**src/rtl/multi_alarm_clock_if.sv**
```systemverilog
// Front-panel / display bundle for multi_alarm_clock.
//   slave  : the clock itself (consumes digits, buttons, enables; drives
//            the BCD display, buzzer, ringing slot id, tick and load error)
//   master : whatever drives the front panel and watches the outputs
interface multi_alarm_clock_if #(
   parameter int N_ALARMS = 4
);
   localparam int AW = (N_ALARMS > 1) ? $clog2(N_ALARMS) : 1;

   logic [1:0]          H_in1;
   logic [3:0]          H_in0;
   logic [3:0]          M_in1;
   logic [3:0]          M_in0;
   logic                LD_time;
   logic                LD_alarm;
   logic [AW-1:0]       al_sel;
   logic [N_ALARMS-1:0] AL_ON;
   logic                STOP_al;
   logic                SNOOZE;

   logic [1:0]          H_out1;
   logic [3:0]          H_out0;
   logic [3:0]          M_out1;
   logic [3:0]          M_out0;
   logic [3:0]          S_out1;
   logic [3:0]          S_out0;
   logic                Alarm;
   logic [AW-1:0]       alarm_id;
   logic                tick;
   logic                ld_err;

   modport slave (
      input  H_in1, H_in0, M_in1, M_in0, LD_time, LD_alarm, al_sel, AL_ON,
             STOP_al, SNOOZE,
      output H_out1, H_out0, M_out1, M_out0, S_out1, S_out0, Alarm, alarm_id,
             tick, ld_err
   );

   modport master (
      output H_in1, H_in0, M_in1, M_in0, LD_time, LD_alarm, al_sel, AL_ON,
             STOP_al, SNOOZE,
      input  H_out1, H_out0, M_out1, M_out0, S_out1, S_out0, Alarm, alarm_id,
             tick, ld_err
   );
endinterface

```
**src/rtl/multi_alarm_clock.sv**
```systemverilog
// 24-hour BCD time-of-day clock with N_ALARMS programmable alarms, snooze,
// ring auto-timeout and rejection of invalid HH:MM loads.
// Ports:
//   clk   : system clock
//   reset : synchronous, active-high
//   bus   : multi_alarm_clock_if.slave (digits, load strobes, slot select,
//           enables, stop/snooze buttons; BCD time, Alarm, alarm_id, tick,
//           ld_err -- all outputs registered)
//
// Alarm FSM
//   state     | meaning
//   S_IDLE    | quiet, waiting for an enabled slot to match on a minute edge
//   S_RINGING | Alarm high, counting ticks toward RING_MAX_S
//   S_SNOOZED | Alarm low, waiting for the snooze target minute
module multi_alarm_clock #(
   parameter int CLK_DIV    = 10,
   parameter int N_ALARMS   = 4,
   parameter int SNOOZE_MIN = 5,
   parameter int RING_MAX_S = 60
) (
   input logic               clk,
   input logic               reset,
   multi_alarm_clock_if.slave bus
);
   localparam int AW = (N_ALARMS > 1) ? $clog2(N_ALARMS) : 1;
   localparam int DW = $clog2(CLK_DIV);
   localparam int RW = (RING_MAX_S > 1) ? $clog2(RING_MAX_S) : 1;
   localparam logic [DW-1:0] DIV_LAST  = DW'(CLK_DIV - 1);
   localparam logic [RW-1:0] RING_LAST = RW'(RING_MAX_S - 1);
   localparam logic [3:0]    SNZ_M1    = 4'(SNOOZE_MIN / 10);
   localparam logic [3:0]    SNZ_M0    = 4'(SNOOZE_MIN % 10);

   typedef enum logic [1:0] {S_IDLE, S_RINGING, S_SNOOZED} state_t;
   typedef struct packed {
      logic [1:0] h1;
      logic [3:0] h0;
      logic [3:0] m1;
      logic [3:0] m0;
   } hhmm_t;

   state_t        state_q, state_d;
   hhmm_t         hm_q, hm_d, nxt_hm, in_hm, snz_q, snz_d, snz_tgt;
   hhmm_t         al_q [N_ALARMS];
   hhmm_t         al_d [N_ALARMS];
   logic [3:0]    s1_q, s1_d, s0_q, s0_d, nxt_s1, nxt_s0;
   logic [DW-1:0] div_q, div_d;
   logic [RW-1:0] ring_q, ring_d;
   logic [AW-1:0] alarm_id_q, alarm_id_d, match_id;
   logic          tick_q, tick_d, alarm_q, alarm_d, ld_err_q, ld_err_d;
   logic          tick_now, tick_eff, min_edge, in_ok, sel_ok;
   logic          time_load, al_load, match_hit;
   logic [4:0]    sm0_sum, sm1_sum;
   logic          c0, c1;

   function automatic logic [5:0] hour_inc(input logic [1:0] h1, input logic [3:0] h0);
      if (h1 == 2'd2 && h0 == 4'd3) return 6'd0;
      else if (h0 == 4'd9)          return {h1 + 2'd1, 4'd0};
      else                          return {h1, h0 + 4'd1};
   endfunction

   assign in_hm = {bus.H_in1, bus.H_in0, bus.M_in1, bus.M_in0};
   assign in_ok = ((bus.H_in1 < 2'd2 && bus.H_in0 <= 4'd9) ||
                   (bus.H_in1 == 2'd2 && bus.H_in0 <= 4'd3)) &&
                  bus.M_in1 <= 4'd5 && bus.M_in0 <= 4'd9;

   // Only non-power-of-two slot counts can see an out-of-range select.
   if (N_ALARMS < (1 << AW)) begin : g_sel_chk
      assign sel_ok = (bus.al_sel < AW'(N_ALARMS));
   end else begin : g_sel_all
      assign sel_ok = 1'b1;
   end

   assign time_load = bus.LD_time && in_ok;
   assign al_load   = bus.LD_alarm && in_ok && sel_ok;
   assign ld_err_d  = (bus.LD_time && !in_ok) || (bus.LD_alarm && !(in_ok && sel_ok));

   assign tick_now = (div_q == DIV_LAST);
   assign tick_eff = tick_now && !time_load;
   assign div_d    = (time_load || tick_now) ? '0 : div_q + 1'b1;
   assign tick_d   = (div_d == DIV_LAST);

   // BCD increment of the running time; min_edge marks "next seconds are 00".
   assign min_edge = (s1_q == 4'd5) && (s0_q == 4'd9);
   always_comb begin
      nxt_hm = hm_q;
      nxt_s1 = s1_q;
      nxt_s0 = s0_q + 4'd1;
      if (s0_q == 4'd9) begin
         nxt_s0 = 4'd0;
         nxt_s1 = s1_q + 4'd1;
         if (s1_q == 4'd5) begin
            nxt_s1    = 4'd0;
            nxt_hm.m0 = hm_q.m0 + 4'd1;
            if (hm_q.m0 == 4'd9) begin
               nxt_hm.m0 = 4'd0;
               nxt_hm.m1 = hm_q.m1 + 4'd1;
               if (hm_q.m1 == 4'd5) begin
                  nxt_hm.m1 = 4'd0;
                  {nxt_hm.h1, nxt_hm.h0} = hour_inc(hm_q.h1, hm_q.h0);
               end
            end
         end
      end
   end

   always_comb begin
      hm_d = hm_q;
      s1_d = s1_q;
      s0_d = s0_q;
      if (time_load) begin
         hm_d = in_hm;
         s1_d = 4'd0;
         s0_d = 4'd0;
      end else if (tick_now) begin
         hm_d = nxt_hm;
         s1_d = nxt_s1;
         s0_d = nxt_s0;
      end
      for (int i = 0; i < N_ALARMS; i++) begin
         al_d[i] = al_q[i];
         if (al_load && int'(bus.al_sel) == i) al_d[i] = in_hm;
      end
   end

   // Scan high to low so the lowest matching enabled slot wins.
   always_comb begin
      match_hit = 1'b0;
      match_id  = '0;
      for (int i = N_ALARMS - 1; i >= 0; i--) begin
         if (bus.AL_ON[i] && al_q[i] == nxt_hm) begin
            match_hit = 1'b1;
            match_id  = AW'(i);
         end
      end
   end

   // Snooze target = current HH:MM + SNOOZE_MIN, digit-wise with 24 h wrap.
   always_comb begin
      snz_tgt = hm_q;
      sm0_sum = {1'b0, hm_q.m0} + {1'b0, SNZ_M0};
      c0      = (sm0_sum >= 5'd10);
      snz_tgt.m0 = c0 ? 4'(sm0_sum - 5'd10) : sm0_sum[3:0];
      sm1_sum = {1'b0, hm_q.m1} + {1'b0, SNZ_M1} + {4'd0, c0};
      c1      = (sm1_sum >= 5'd6);
      snz_tgt.m1 = c1 ? 4'(sm1_sum - 5'd6) : sm1_sum[3:0];
      if (c1) {snz_tgt.h1, snz_tgt.h0} = hour_inc(hm_q.h1, hm_q.h0);
   end

   always_comb begin
      state_d    = state_q;
      alarm_id_d = alarm_id_q;
      ring_d     = ring_q;
      snz_d      = snz_q;
      if (time_load) begin
         state_d = S_IDLE;
      end else begin
         case (state_q)
            S_IDLE: begin
               if (tick_eff && min_edge && match_hit) begin
                  state_d    = S_RINGING;
                  alarm_id_d = match_id;
                  ring_d     = '0;
               end
            end
            S_RINGING: begin
               if (!bus.AL_ON[alarm_id_q] || bus.STOP_al) begin
                  state_d = S_IDLE;
               end else if (bus.SNOOZE) begin
                  state_d = S_SNOOZED;
                  snz_d   = snz_tgt;
               end else if (tick_eff) begin
                  if (ring_q == RING_LAST) state_d = S_IDLE;
                  else                     ring_d  = ring_q + 1'b1;
               end
            end
            S_SNOOZED: begin
               if (!bus.AL_ON[alarm_id_q] || bus.STOP_al) begin
                  state_d = S_IDLE;
               end else if (tick_eff && min_edge && nxt_hm == snz_q) begin
                  state_d = S_RINGING;
                  ring_d  = '0;
               end
            end
            default: state_d = S_IDLE;
         endcase
      end
   end

   assign alarm_d = (state_d == S_RINGING);

   always_ff @(posedge clk) begin
      if (reset) begin
         state_q    <= S_IDLE;
         hm_q       <= '0;
         s1_q       <= '0;
         s0_q       <= '0;
         al_q       <= '{default: '0};
         snz_q      <= '0;
         div_q      <= '0;
         ring_q     <= '0;
         alarm_id_q <= '0;
         tick_q     <= 1'b0;
         alarm_q    <= 1'b0;
         ld_err_q   <= 1'b0;
      end else begin
         state_q    <= state_d;
         hm_q       <= hm_d;
         s1_q       <= s1_d;
         s0_q       <= s0_d;
         al_q       <= al_d;
         snz_q      <= snz_d;
         div_q      <= div_d;
         ring_q     <= ring_d;
         alarm_id_q <= alarm_id_d;
         tick_q     <= tick_d;
         alarm_q    <= alarm_d;
         ld_err_q   <= ld_err_d;
      end
   end

   assign bus.H_out1   = hm_q.h1;
   assign bus.H_out0   = hm_q.h0;
   assign bus.M_out1   = hm_q.m1;
   assign bus.M_out0   = hm_q.m0;
   assign bus.S_out1   = s1_q;
   assign bus.S_out0   = s0_q;
   assign bus.Alarm    = alarm_q;
   assign bus.alarm_id = alarm_id_q;
   assign bus.tick     = tick_q;
   assign bus.ld_err   = ld_err_q;
endmodule
```
**src/flat_wrapper.sv**
```systemverilog
// flat-port wrapper written by rule: the top's interface ports become plain ports
module multi_alarm_clock_flat 
#(
   parameter int CLK_DIV    = 10,
   parameter int N_ALARMS   = 4,
   parameter int SNOOZE_MIN = 5,
   parameter int RING_MAX_S = 60
)
  (clk, reset, bus_H_in1, bus_H_in0, bus_M_in1, bus_M_in0, bus_LD_time, bus_LD_alarm, bus_al_sel, bus_AL_ON, bus_STOP_al, bus_SNOOZE, bus_H_out1, bus_H_out0, bus_M_out1, bus_M_out0, bus_S_out1, bus_S_out0, bus_Alarm, bus_alarm_id, bus_tick, bus_ld_err);
  multi_alarm_clock_if #(.N_ALARMS(N_ALARMS)) bus_i ();
  input logic clk;
  input logic reset;
  input wire logic [$bits(bus_i.H_in1)-1:0] bus_H_in1;
  input wire logic [$bits(bus_i.H_in0)-1:0] bus_H_in0;
  input wire logic [$bits(bus_i.M_in1)-1:0] bus_M_in1;
  input wire logic [$bits(bus_i.M_in0)-1:0] bus_M_in0;
  input wire logic [$bits(bus_i.LD_time)-1:0] bus_LD_time;
  input wire logic [$bits(bus_i.LD_alarm)-1:0] bus_LD_alarm;
  input wire logic [$bits(bus_i.al_sel)-1:0] bus_al_sel;
  input wire logic [$bits(bus_i.AL_ON)-1:0] bus_AL_ON;
  input wire logic [$bits(bus_i.STOP_al)-1:0] bus_STOP_al;
  input wire logic [$bits(bus_i.SNOOZE)-1:0] bus_SNOOZE;
  output wire logic [$bits(bus_i.H_out1)-1:0] bus_H_out1;
  output wire logic [$bits(bus_i.H_out0)-1:0] bus_H_out0;
  output wire logic [$bits(bus_i.M_out1)-1:0] bus_M_out1;
  output wire logic [$bits(bus_i.M_out0)-1:0] bus_M_out0;
  output wire logic [$bits(bus_i.S_out1)-1:0] bus_S_out1;
  output wire logic [$bits(bus_i.S_out0)-1:0] bus_S_out0;
  output wire logic [$bits(bus_i.Alarm)-1:0] bus_Alarm;
  output wire logic [$bits(bus_i.alarm_id)-1:0] bus_alarm_id;
  output wire logic [$bits(bus_i.tick)-1:0] bus_tick;
  output wire logic [$bits(bus_i.ld_err)-1:0] bus_ld_err;
  assign bus_i.H_in1 = bus_H_in1;
  assign bus_i.H_in0 = bus_H_in0;
  assign bus_i.M_in1 = bus_M_in1;
  assign bus_i.M_in0 = bus_M_in0;
  assign bus_i.LD_time = bus_LD_time;
  assign bus_i.LD_alarm = bus_LD_alarm;
  assign bus_i.al_sel = bus_al_sel;
  assign bus_i.AL_ON = bus_AL_ON;
  assign bus_i.STOP_al = bus_STOP_al;
  assign bus_i.SNOOZE = bus_SNOOZE;
  assign bus_H_out1 = bus_i.H_out1;
  assign bus_H_out0 = bus_i.H_out0;
  assign bus_M_out1 = bus_i.M_out1;
  assign bus_M_out0 = bus_i.M_out0;
  assign bus_S_out1 = bus_i.S_out1;
  assign bus_S_out0 = bus_i.S_out0;
  assign bus_Alarm = bus_i.Alarm;
  assign bus_alarm_id = bus_i.alarm_id;
  assign bus_tick = bus_i.tick;
  assign bus_ld_err = bus_i.ld_err;
  multi_alarm_clock #(.CLK_DIV(CLK_DIV), .N_ALARMS(N_ALARMS), .SNOOZE_MIN(SNOOZE_MIN), .RING_MAX_S(RING_MAX_S)) u_core (.clk(clk), .reset(reset), .bus(bus_i));
endmodule
```
**config.mk**
```make
export PLATFORM = sky130hd
export DESIGN_NAME = multi_alarm_clock_flat
export DESIGN_NICKNAME = d
export VERILOG_FILES = /design/src/rtl/multi_alarm_clock_if.sv /design/src/rtl/multi_alarm_clock.sv /design/src/flat_wrapper.sv
export SDC_FILE = /design/constraint.sdc
export NUM_CORES = 1
export LEC_CHECK = 0
export BUFFER_PORTS_ARGS = -buffer_cell sky130_fd_sc_hd__buf_2
export CAP_MARGIN = 20
export CORE_UTILIZATION = 28
export DETAILED_ROUTE_END_ITERATION = 7
export PLACE_DENSITY = 0.41
export REMOVE_ABC_BUFFERS = 1
export SYNTH_ARGS = -nofsm -noshare
export SYNTH_HDL_FRONTEND = slang
export SYNTH_SLANG_ARGS = --single-unit
```
**constraint.sdc**
```tcl
create_clock -name clk -period 8 [get_ports clk]
set_input_delay 0.4 -clock clk [delete_from_list [all_inputs] [get_ports clk]]
set_output_delay 0.4 -clock clk [all_outputs]
set_load 0.02 [all_outputs]
```
Yosys cells after proc, flatten, opt, wreduce, memory -nomap -nowiden
Index checks and enable logic that the tools add are counted.
{"block": "word_totals", "input_bits": 26, "ff_bits": 109, "output_inout_bits": 27, "wordCells": 163}
{"block": "op_classes", "n_lt_le_gt_ge": 8, "bitwise_logic": 2, "n_mux": 41, "addsub": 12, "n_reduce_logical": 38, "eq_ne": 29}
{"op": "equality test 14 bit", "n": 5}
{"op": "2-to-1 mux 14 bit", "n": 5}
{"op": "2-to-1 mux 6 bit", "n": 10}
{"op": "adder 4 x 1 -> 4 bit (second input constant)", "n": 6}
{"op": "2-to-1 mux 2 bit", "n": 12}
{"op": "logical AND 1 bit", "n": 22}
{"op": "equality test 4 bit (second input constant)", "n": 5}
{"op": "2-to-1 mux 4 bit", "n": 5}
{"op": "case mux 6 bit (3 select lines)", "n": 1}
{"op": "equality test 2 bit (second input constant)", "n": 5}
{"op": "2-to-1 mux 10 bit", "n": 1}
{"op": "AND reduction 9 bit", "n": 1}
{"op": "equality test 4 x 3 -> 1 bit (second input constant)", "n": 2}
{"op": "less-or-equal comparator 4 bit (second input constant)", "n": 2}
{"op": "inequality test 2 bit (second input constant)", "n": 4}
{"op": "adder 6 x 1 -> 6 bit (second input constant)", "n": 1}
{"op": "equality test 2 x 1 -> 1 bit (second input constant)", "n": 3}
{"op": "equality test 6 bit (second input constant)", "n": 1}
{"op": "inequality test 2 x 1 -> 1 bit (second input constant)", "n": 3}
{"op": "case mux 2 bit (3 select lines)", "n": 1}
{"op": "adder 4 x 1 -> 5 bit", "n": 1}
{"op": "adder 4 x 3 -> 5 bit (second input constant)", "n": 1}
{"op": "greater-or-equal comparator 5 x 3 -> 1 bit (second input constant)", "n": 1}
{"op": "greater-or-equal comparator 5 x 4 -> 1 bit (second input constant)", "n": 1}
{"op": "20 further kinds", "n": 31}

Logic depth before layout (Yosys ltp)
{"block": "depth", "ltp_word": 18, "mapped_depth": 21, "ltp_nobuf": 19}

Least setup slack after synthesis
Ideal clock, no wire load.
{"block": "synth_timing", "kind": "flip-flop to flip-flop", "start": "reg u_core.hm_q, in the netlist u_core.bus.M_out0[1]", "end": "reg u_core.snz_q[7] in the netlist's numbering", "path_stages_with_launch": 20, "synth_period_minus_slack_ns": 4.006, "arrival_ns": 3.915, "setup_time_ns": 0.091, "required_ns": 7.909, "path_buffers": 2, "setup_slack_ns": 3.994, "cell_sequence": "dfxtp_1 -> clkbuf_1 -> inv_1 -> ha_1 -> ha_1 -> a31oi_1 -> nor2_1 -> nor2_1 -> nor2_1 -> a31oi_1 -> ha_1 -> ha_1 -> xor2_1 -> ha_1 -> a311o_1 -> a31o_2 -> clkbuf_1 -> inv_1 -> or3_1 -> a311oi_1"}
{"block": "synth_between", "elab_chain_cells": 5, "word_cells_on_any_way": 6, "cone_classes": "add/sub: 3; order compare: 2; mux: 1"}
{"element": "from (decl)", "line": "multi_alarm_clock.sv:42", "rtl": "hhmm_t hm_q, hm_d, nxt_hm, in_hm, snz_q, snz_d, snz_tgt;"}
{"element": "from (signal assigned)", "line": "multi_alarm_clock.sv:207", "rtl": "hm_q <= hm_d;"}
{"element": "adder 4 x 3 -> 5 bit (*)", "line": "multi_alarm_clock.sv:140", "rtl": "sm0_sum = {1'b0, hm_q.m0} + {1'b0, SNZ_M0};"}
{"element": "greater-or-equal comparator 5 x 4 -> 1 bit (*)", "line": "multi_alarm_clock.sv:141", "rtl": "c0 = (sm0_sum >= 5'd10);"}
{"element": "adder 4 x 1 -> 5 bit (*)", "line": "multi_alarm_clock.sv:143", "rtl": "sm1_sum = {1'b0, hm_q.m1} + {1'b0, SNZ_M1} + {4'd0, c0};"}
{"element": "subtractor 4 x 3 -> 4 bit or greater-or-equal comparator 5 x 3 -> 1 bit (tied branches)", "line": "multi_alarm_clock.sv:145, multi_alarm_clock.sv:144"}
{"element": "2-to-1 mux 4 bit (*)", "line": "multi_alarm_clock.sv:145", "rtl": "snz_tgt.m1 = c1 ? 4'(sm1_sum - 5'd6) : sm1_sum[3:0];"}
{"element": "to (signal assigned)", "line": "multi_alarm_clock.sv:211", "rtl": "snz_q <= snz_d;"}
{"element": "to (decl)", "line": "multi_alarm_clock.sv:42"}
Mark *: on every way between the ends. The rest lies on a longest branch, timed or not.
A chain may end at the register's enable or synchronous reset.

Final worst setup path
{"block": "layout_timing", "start": "reg u_core.hm_q, in the netlist u_core.bus.M_out0[0]", "end": "reg u_core.snz_q[7] in the netlist's numbering"}
The elaborated chain is that of the path after synthesis.

==> results.md <==
- The DRC marker count from the first detailed-route iteration is between 300 and 400.
- In this run the tightest slew margin relative to its limit is 0.375.
- Traced cell by cell, the critical path runs through ha_1 > xor2_1 > ha_1 > a31oi_1 > nor2_1 > nor2_1 > nor2_1 > a31oi_1 > ha_1 > ha_1 > xor2_1 > ha_1 > a311o_1 > a31o_2 > inv_1 > or3_1 > a311oi_1.
- The design area is about 7200 um^2.
- The fraction of synthesis flops using an asynchronous set or reset pin is 0.
- STA classifies the critical path startpoint as a flop.
- The post-synth design cell area is approximately 6400 um^2.
- The most used flip-flop cell after synthesis is sky130_fd_sc_hd__dfxtp_1.
- The residual antenna-violating net count after detailed routing is 0.
- The launch instance of the worst min-delay path is bus_LD_alarm.
- The overall global routing resource usage is 0.163.
- The cell with the largest stage delay on the worst path is sky130_fd_sc_hd__dfxtp_1.
- The average instance area after synthesis is between 8 and 9 um^2.
- During I/O placement, the number of pins put on the boundary was between 50 and 60.
- After detailed routing, the average wire length per cell comes to around 18 um.
- The sink count of the clock tree is about 110.
- The largest registers in the layout are u_core.al_q: 56 flops, u_core.snz_q: 14 flops, u_core.ring_q: 6 flops.
- The die covers about 23000 um^2.
- The source-to-sink clock delay at the later pin of the worst-skew pair is 0.35 ns.
- The proportion of synthesized chip area in sequential cells is 0.342.
- The number of instances in the synthesized netlist is 739.
- The setup total negative slack is 0 ns.
- The post-CTS setup-driven buffer insertion count is 0.
- The detailed-routing iteration count for the pre-antenna-repair pass is 6.
- The first global-routing pass estimated about 30000 um of wire.
- The ratio of cells with drive above 1 in the final layout is 0.146.
- The number of gates resized after CTS is 0.
- The placed wire-length estimate after detailed placement is roughly 14000 um.
- Routability-driven placement finished with a final weighted congestion of between 0.8 and 0.9.
- The peak supply drop is roughly 0.000099 V.
- The setup check on the worst reg-to-reg path leaves a slack of 3.69 ns.
- The most numerous cell type found on the critical path is sky130_fd_sc_hd__ha_1.
- The warning count from the yosys run is 0.
- The register with the most flip-flops in the layout has between 50 and 60 of them.
- Across the run, the number of max-cap violations was 0.
- The path class of the tightest hold or removal check is input pin to flop.
- Counting flops and latches in the post-synthesis netlist gives 109.
- The required time at the endpoint of the critical path is roughly 8.3 ns.
- The relative area change from synthesis to final layout is 12.4%.
- The number of I/O port buffers is 52.
- The number of global-route vias before repair came to 5292.
- The total DRC errors in the routed layout is 0.
- The kind of cell with the highest combined delay along the critical path is adder cells.
- The layout has around 2300 filler cells.
- The final number of setup-violating endpoints is 0.
- The number of nets in the final layout is approximately 800.
- The repair_antennas step left the layout with diodes totalling 0.
- The TritonCTS clock tree is built.
- Dividing the final minimum period by the clock period gives 0.539.
- After clock tree synthesis, the clock-pin slew on the worst setup and hold paths is roughly 0.080 ns.
- Counting flops per register, the top entry is u_core.al_q.
- The number of buffers inserted by hold repair at cts is 0.
- The initial utilization of the core area, before any placement, comes to 0.288.
- The startpoint identified for the worst register-to-register timing path is u_core.bus.M_out0[0].
- For the pin with the worst max-slew slack, the measured transition is approximately 0.93 ns.
- The worst stage delay on the critical path is 0.66 ns.
- The final layout contains routed wiring with a total length of about 19000 um.
- The critical path launch point is u_core.bus.M_out0[0].
- The number of antenna violations at the first check in global routing is 0.
- The number of hold violations in the final report was 0.
- Power spread over the standard cell area amounts to approximately 160 nW/um^2.
- For the final database, setup skew stands at approximately 0.0081 ns.
- The routed layout has between 5000 and 6000 vias.
- The flow ran to the end, and the final reports show no timing, DRC or antenna violations.
- The analysis attributes to cell leakage a power of ~2.7 nW.
- The buffer and inverter count on the worst path is 1.
- The kind of critical path is flop to flop.
- The cell sitting at the root of the clock tree is a sky130_fd_sc_hd__clkbuf_16.
- The peak clock frequency supported by timing is roughly 0.23 GHz.
- The final-report max-slew violation count is 0.
- The post-layout worst setup margin is 3.69 ns.
- The tightest hold margin is between 0.3 and 0.4 ns.
- The top cell types in the final layout, fill and taps aside, are sky130_fd_sc_hd__dfxtp_1 (109), sky130_fd_sc_hd__nor2_1 (93), sky130_fd_sc_hd__nand2_1 (73).
- STA classifies the critical path endpoint as a flop.
- The post-placement setup slack is around 3.7 ns.
- The clock passes through at most 2 buffers.
- Leaving out fill and tap cells, the most frequent cell in the layout is sky130_fd_sc_hd__dfxtp_1.
- The width of the chip is ~150 um.
- Setup repair after global routing left no endpoint under its margin.
- The synthesized design contains 0 enable-type register cells.
- The die is 153 um tall.
- The post-synthesis cell type count is between 70 and 80.
- The placeable core region is approximately 22000 um^2.
- The via-per-instance ratio is around 5.1.
- Entering global routing, the biggest net connects 53 pins.
- The total congestion overflow is 0.
- The critical-path maximum fanout is 15.
- The total power consumption of the routed design is ~1.1 mW.
- The shortest period the worst path allows is 4.31 ns.
- The number of buffers added by the clock tree synthesis step is 9.
- After detailed placement, the total cell area comes to 6840 um^2.
- The CTS H-tree depth is 3.
- The number of rows created at floorplan is 54.
- The critical path arrival is 4.57 ns.
[layout make-up]
class | instances | area (um^2) | area share
clock inverter | 6 | 82.6 | 0.0115
tap | 280 | 350 | 0.0489
inverter | 13 | 48.8 | 0.00682
timing repair buffer | 61 | 325 | 0.0454
clock buffer | 10 | 229 | 0.0320
sequential | 109 | 2180 | 0.305
multi-input combinational | 573 | 3940 | 0.551
[cell usage after synthesis, drive strengths merged, types with 4 or more instances]
cell type,instances,share of area
dfxtp,109,0.34
nor2,95,0.057
nand2,73,0.043
mux2i,52,0.094
xnor2,48,0.066
a21oi,44,0.035
clkbuf,33,0.019
nor3,28,0.022
xor2,23,0.032
o21ai,19,0.015
nor4,17,0.021
ha,15,0.029
nand3,15,0.013
inv,13,0.0077
nand2b,13,0.013
nand4,12,0.014
o211ai,12,0.015
a211oi,11,0.013
buf,11,0.014
a31oi,8,0.0079
o21a,7,0.0082
a311oi,6,0.0092
and3b,6,0.0082
or3,5,0.0049
and3,4,0.0039
mux2,4,0.0071
nor3b,4,0.0047
[stage by stage]
stage	utilization	cells
2_1_floorplan	-	695
3_3_place_gp	0.310	1035
3_5_place_dp	0.310	1035
4_1_cts	0.324	1051
5_1_grt	0.324	1052
6_report	0.324	1052
[metal layers]
| layer | GRT usage | part of all wire |
|---|---|---|
| met1 | 0.212 | 0.49 |
| met2 | 0.276 | 0.48 |
| met3 | 0.0255 | 0.022 |
| met4 | 0.0491 | 0.013 |
| met5 | 0 | 0 |
[worst paths after layout]
check | endpoint | cells after the start
max | u_core.snz_q[7] | 17
min reg2reg | u_core.al_q[28] | 2
min | u_core.bus.ld_err | 3
max reg2reg | u_core.snz_q[7] | 17
[power by group]
part | switching, mW | internal, mW | total [mW] | leakage [nW]
clock network | 0.229 | 0.250 | 0.479 | 0.148
registers | 0.00956 | 0.547 | 0.557 | 0.879
logic | 0.0625 | 0.0363 | 0.0988 | 1.66
[kinds of logic (layout without fill, tap and decap cells)]
family / after synthesis / after routing / share of synthesized area
adder cells (fa/ha/maj): 15 / 15 / 0.0295
AO/OA/AOI/OAI: 129 / 129 / 0.138
multiplexers: 57 / 57 / 0.105
buffers and inverters: 57 / 90 / 0.0410
flip-flops: 109 / 109 / 0.342
AND/OR/NAND/NOR: 301 / 301 / 0.247
XOR/XNOR: 71 / 71 / 0.0976
[tightest hold or removal path: stages]
cell                     delay (ns)
sky130_fd_sc_hd__buf_2         0.11
sky130_fd_sc_hd__nor2_1        0.08
sky130_fd_sc_hd__nor3_1        0.05
No activity file was read; power rests on OpenSTA's default activity.
